===== src/rtl/tdc_pkg.sv =====
// Shared definitions for the signed TDC: FSM state encoding and the signed
// saturation limits for a WIDTH-bit two's-complement code.
package tdc_pkg;

  typedef enum logic [1:0] {
    ARM   = 2'd0,
    IDLE  = 2'd1,
    COUNT = 2'd2,
    DONE  = 2'd3
  } state_t;

  function automatic int unsigned pos_limit(input int unsigned w);
    return (32'd1 << (w - 32'd1)) - 32'd1;
  endfunction

  function automatic int unsigned neg_limit(input int unsigned w);
    return 32'd1 << (w - 32'd1);
  endfunction

endpackage


===== src/rtl/tdc_sync2.sv =====
// Two-flop synchroniser for a single-bit level, async active-low reset to 0.
module tdc_sync2 (
  input  logic clk,
  input  logic rst,
  input  logic d,
  output logic q
);

  logic meta;

  always_ff @(posedge clk or negedge rst) begin
    if (!rst) begin
      meta <= 1'b0;
      q    <= 1'b0;
    end else begin
      meta <= d;
      q    <= meta;
    end
  end

endmodule


===== src/rtl/tdc_wsign.sv =====
// Signed TDC: measures DTC pulse width in cycles and rebuilds a saturated signed code.
// Define TDC_SYNC_EN to pass pulse_in/sign_in through two-flop synchronisers first.
module tdc_wsign
  import tdc_pkg::*;
#(
  parameter int unsigned WIDTH = 8
) (
  input  logic                    clk,
  input  logic                    rst,
  input  logic                    pulse_in,
  input  logic                    sign_in,
  output logic signed [WIDTH-1:0] dout,
  output logic                    dout_valid,
  output logic                    overflow,
  output logic                    busy
);

  logic pulse_p0;
  logic sign_p0;
  logic ready;

`ifdef TDC_SYNC_EN
  logic [1:0] fill;

  tdc_sync2 u_sync_pulse (.clk(clk), .rst(rst), .d(pulse_in), .q(pulse_p0));
  tdc_sync2 u_sync_sign  (.clk(clk), .rst(rst), .d(sign_in),  .q(sign_p0));

  // Hold ARM until the synchronisers carry real samples, so a pulse in flight
  // at reset release is not mistaken for a fresh rising edge.
  always_ff @(posedge clk or negedge rst) begin
    if (!rst) fill <= 2'b00;
    else      fill <= {fill[0], 1'b1};
  end
  assign ready = fill[1];
`else
  assign pulse_p0 = pulse_in;
  assign sign_p0  = sign_in;
  assign ready    = 1'b1;
`endif

  state_t           state;
  logic [WIDTH-1:0] cnt;
  logic             neg;

  // Returns {overflow, code}: magnitude clamped to the signed range, then negated if needed.
  function automatic logic [WIDTH:0] saturate(input logic [WIDTH-1:0] mag, input logic is_neg);
    logic [WIDTH-1:0] lim;
    logic [WIDTH-1:0] m;
    logic             ovf;
    lim = is_neg ? WIDTH'(neg_limit(WIDTH)) : WIDTH'(pos_limit(WIDTH));
    ovf = (mag > lim);
    m   = ovf ? lim : mag;
    return {ovf, (is_neg ? ({WIDTH{1'b0}} - m) : m)};
  endfunction

  // Measurement FSM on the (optionally synchronised) p0 inputs
  always_ff @(posedge clk or negedge rst) begin
    if (!rst) begin
      state      <= ARM;
      cnt        <= '0;
      neg        <= 1'b0;
      dout       <= '0;
      dout_valid <= 1'b0;
      overflow   <= 1'b0;
      busy       <= 1'b0;
    end else begin
      dout_valid <= 1'b0;
      case (state)
        ARM: begin
          if (ready && !pulse_p0) state <= IDLE;
        end
        IDLE, DONE: begin
          if (pulse_p0) begin
            state <= COUNT;
            cnt   <= WIDTH'(1);
            neg   <= sign_p0;
            busy  <= 1'b1;
          end else begin
            state <= IDLE;
          end
        end
        COUNT: begin
          if (pulse_p0) begin
            if (cnt != '1) cnt <= cnt + WIDTH'(1);
          end else begin
            state              <= DONE;
            {overflow, dout}   <= saturate(cnt, neg);
            dout_valid         <= 1'b1;
            busy               <= 1'b0;
          end
        end
        default: state <= ARM;
      endcase
    end
  end

endmodule

===== config.mk =====
export PLATFORM = sky130hd
export DESIGN_NAME = tdc_wsign
export DESIGN_NICKNAME = d
export VERILOG_FILES = /design/src/rtl/tdc_pkg.sv /design/src/rtl/tdc_sync2.sv /design/src/rtl/tdc_wsign.sv
export SDC_FILE = /design/constraint.sdc
export NUM_CORES = 1
export LEC_CHECK = 0
export ABC_AREA = 1
export CORE_AREA = 2 2 59 61
export DETAILED_ROUTE_END_ITERATION = 12
export DIE_AREA = 0 0 61 63
export HOLD_SLACK_MARGIN = 0.05
export SETUP_SLACK_MARGIN = 0.1
export SYNTH_ARGS = -nofsm -noshare
export SYNTH_HDL_FRONTEND = slang
export SYNTH_SLANG_ARGS = --single-unit

===== constraint.sdc =====
create_clock -name clk -period 4.4 [get_ports clk]
set_clock_uncertainty 0.05 [all_clocks]
set_input_delay 1.32 -clock clk [delete_from_list [all_inputs] [get_ports clk]]
set_output_delay 1.32 -clock clk [all_outputs]
set_load 0.01 [all_outputs]

==> results.tsv <==
metric	value	unit
Slowest-stage cell, CP	dfrtp_1	
total number of H-tree levels	1	
CTS Buf Count	3	
first-pass GRT wire length	5040	um
DP HPWL	2230	um
slew margin rel.	33.1	%
minimum clock period after layout	3.01	ns
WHS Path Cells	2	
CP required	4.55	ns
fin nets	208	
site row count	21	
Top delay family on crit path	simple AND/OR/NAND/NOR gates	
worst-path fanout max	15	
maximum vdd drop	0.239	mV
Mapped Area	1390	um^2
crit-path cells	inv_1, ha_1, a21o_1, nor2_1, nand2_2, nand2_2, nand2_1, and2_1, ha_1, nor2_1, inv_1, nand3_1, nand3_1, nand2_1, o21ai_1	
DR WL/cell	12.5	um
core area	3230	um^2
Post-CTS Resized	0	
RR Startpoint	neg	
met3 Resource Use GR	3.73	%
Hold Vio Cnt, Final	0	
Overflow after GRT	0	
Worst R2R Setup Slack	1.39	ns
RSZ-0062 raised after global routing	no	
measured slew at the worst slew-check pin	1.00	ns
antenna-violating nets left	0	
Final Setup Violations	0	
Yosys Warn Count	0	
initial antenna violation count	0	
Place WS	1.37	ns
met2 Track Usage GR	28.5	%
Data arrival, critical path	3.16	ns
clk sinks	22	
io pins	15	
Die Height	63	um
status	finished, final reports clean	
sequential share of the synthesized area	39.7	%
ANT cells	0	
routing usage on met1	22.9	%
layout cell share with drive strength beyond 1	8.29	%
cts hold-fix bufs	0	
setup tns final	0	ns
P&R area growth vs syn	16.2	%
slowest stage delay, CP	0.69	ns
min-delay src	dout[7]	
Yosys top cell area share	39.7	%
CP bufs+invs	2	
cells taking the most area after synthesis	dfrtp_1 40%, nand2_1 14%, ha_1 9.0%, inv_1 5.4%, nand3_1 4.0%	
Tot GR Track Use	17.3	%
DR vias	1222	
reg2reg end	dout[6]	
dominant cell type by area after synthesis	dfrtp_1	
# fillers	330	
post-route clock period utilization	68.4	%
Starting Density	42.9	%
# Post-CTS Setup Buffers	0	
R2R cell count	15	
clock root cell	clkbuf_4	
worst min path class	register to register	
post-DR vias/cell	5.11	
Pwr Density	380	nW/um^2
clock slew at reported path FFs	0.13	ns
DRC viols	0	
syn_area_per_cell	7.79	um^2
CTS Buffer Depth	2	
Finished Core Util	49.8	%
TritonCTS clock tree	yes	
Post-Syn Nets	192	
Critical path origin	neg	
CP startpoint kind	register	
leakage	0.809	nW
WHS Endpoint	dout[7]	
RePlAce Congestion	0.837	
number of max-cap violations	0	
starting DRC count in detailed routing	54	
final setup margin	1.39	ns
max-slew violations	0	
chip width	61	um
fmax	332	MHz
largest net degree at the start of global routing	23	
worst-skew pair later-pin latency	0.32	ns
Synth cell types	28	
first-pass iteration count of the detailed router	4	
WL final	3000	um
synthesized flop and latch total	22	
vias in the first global route	1127	
critical path class	register to register	
Port Buffers	14	
area of the die	3840	um^2
post-synthesis cell count	178	
GR peak layer	met2	
Critical Path End Type	register	
==> state kept, by name, summed over array words and instances, names as in the netlist, named ones only <==
signal and count:
cnt 8, dout 8, busy 1, dout_valid 1, neg 1, overflow 1, state 1
==> synth_stat cells <==
cell	number
dfrtp_1	22
nand4_1	3
nand3_4	1
inv_2	2
o211ai_1	2
buf_4	2
nor2_2	3
xnor2_1	1
o21ai_1	5
nand3_2	1
nor2_1	11
nand4_2	1
nor3_2	1
a31oi_1	2
nand2_1	52
nand2_2	2
o31ai_1	2
nand3_1	11
ha_1	10
inv_1	20
nor3_1	2
o21ai_0	9
buf_6	1
and2_1	1
a21o_1	1
xor2_1	1
o311ai_2	1
a21oi_1	8
==> area by class of cell <==
cell class / instances / area, um^2 / area share [%]
Inverter: 22 / 82.6 / 5.13
Tap cell: 46 / 57.6 / 3.57
Sequential cell: 22 / 551 / 34.2
Multi-Input combinational cell: 131 / 727 / 45.1
Clock inverter: 1 / 30.0 / 1.86
Clock buffer: 3 / 22.5 / 1.40
Timing Repair Buffer: 14 / 140 / 8.70
==> cells by family (layout without fill, tap and decap cells) <==
| kind of cell | Yosys count | in the layout | share of synthesized area, % |
|---|---|---|---|
| compound gates | 30 | 30 | 12.7 |
| xor+xnor | 2 | 2 | 1.26 |
| fa+ha+maj | 10 | 10 | 9.03 |
| buf+inv | 25 | 40 | 7.85 |
| flops | 22 | 22 | 39.7 |
| simple gates | 89 | 89 | 29.4 |
==> power breakdown <==
group          switching, mW  internal (mW)  total, mW
Combinational          0.101         0.0942      0.195
Sequential            0.0281          0.236      0.264
Clock                 0.0612         0.0922      0.153
==> cell usage in the layout, fill, tap and decap left out, types with 3 or more instances in the layout <==
| cell type | synthesis | routed |
|---|---|---|
| nor2_1 | 11 | 11 |
| dfrtp_1 | 22 | 22 |
| clkdlybuf4s50_1 | 0 | 14 |
| clkbuf_4 | 0 | 3 |
| o21ai_1 | 5 | 5 |
| nand4_1 | 3 | 3 |
| ha_1 | 10 | 10 |
| inv_1 | 20 | 20 |
| nand3_1 | 11 | 11 |
| o21ai_0 | 9 | 9 |
| a21oi_1 | 8 | 8 |
| nand2_1 | 52 | 52 |
| nor2_2 | 3 | 3 |
==> routing by layer <==
metal / vias to the layer above / wire length [um] / share of wire, %
li1: 617 / - / -
met1: 565 / 1340 / 45
met2: 36 / 1520 / 51
met3: 4 / 104 / 3.5
met4: 0 / 34 / 1.1
met5: - / 0 / 0
==> worst min-delay path: cells and delay by family, from the launching register on <==
| kind | cells | cell delay (ns) |
|---|---|---|
| flip-flops | 1 | 0.36 |
| AND/OR/NAND/NOR | 2 | 0.10 |
==> per-stage QoR <==
step | cell area (um^2) | total power, mW | hold WS (ns) | instances
floorplan | 1390 | 0.379 | 0.457 | 178
global placement | 1560 | 0.458 | 0.415 | 235
detailed placement | 1560 | 0.464 | 0.419 | 235
CTS | 1610 | 0.619 | 0.448 | 239
global route | 1610 | 0.659 | 0.463 | 239
finish | 1610 | 0.613 | 0.445 | 239
==> worst max path at each step <==
stage                     depth (start not counted)  slack (ns)  endpoint
after CTS                                        15        1.38   dout[6]
after floorplan                                  17        1.88   dout[6]
final                                            15        1.39   dout[6]
after detailed placement                          8        1.37    cnt[5]
after global placement                            8        1.42    cnt[5]
after global routing                             15        1.08   dout[6]
Power figures use the tool's default switching activity.
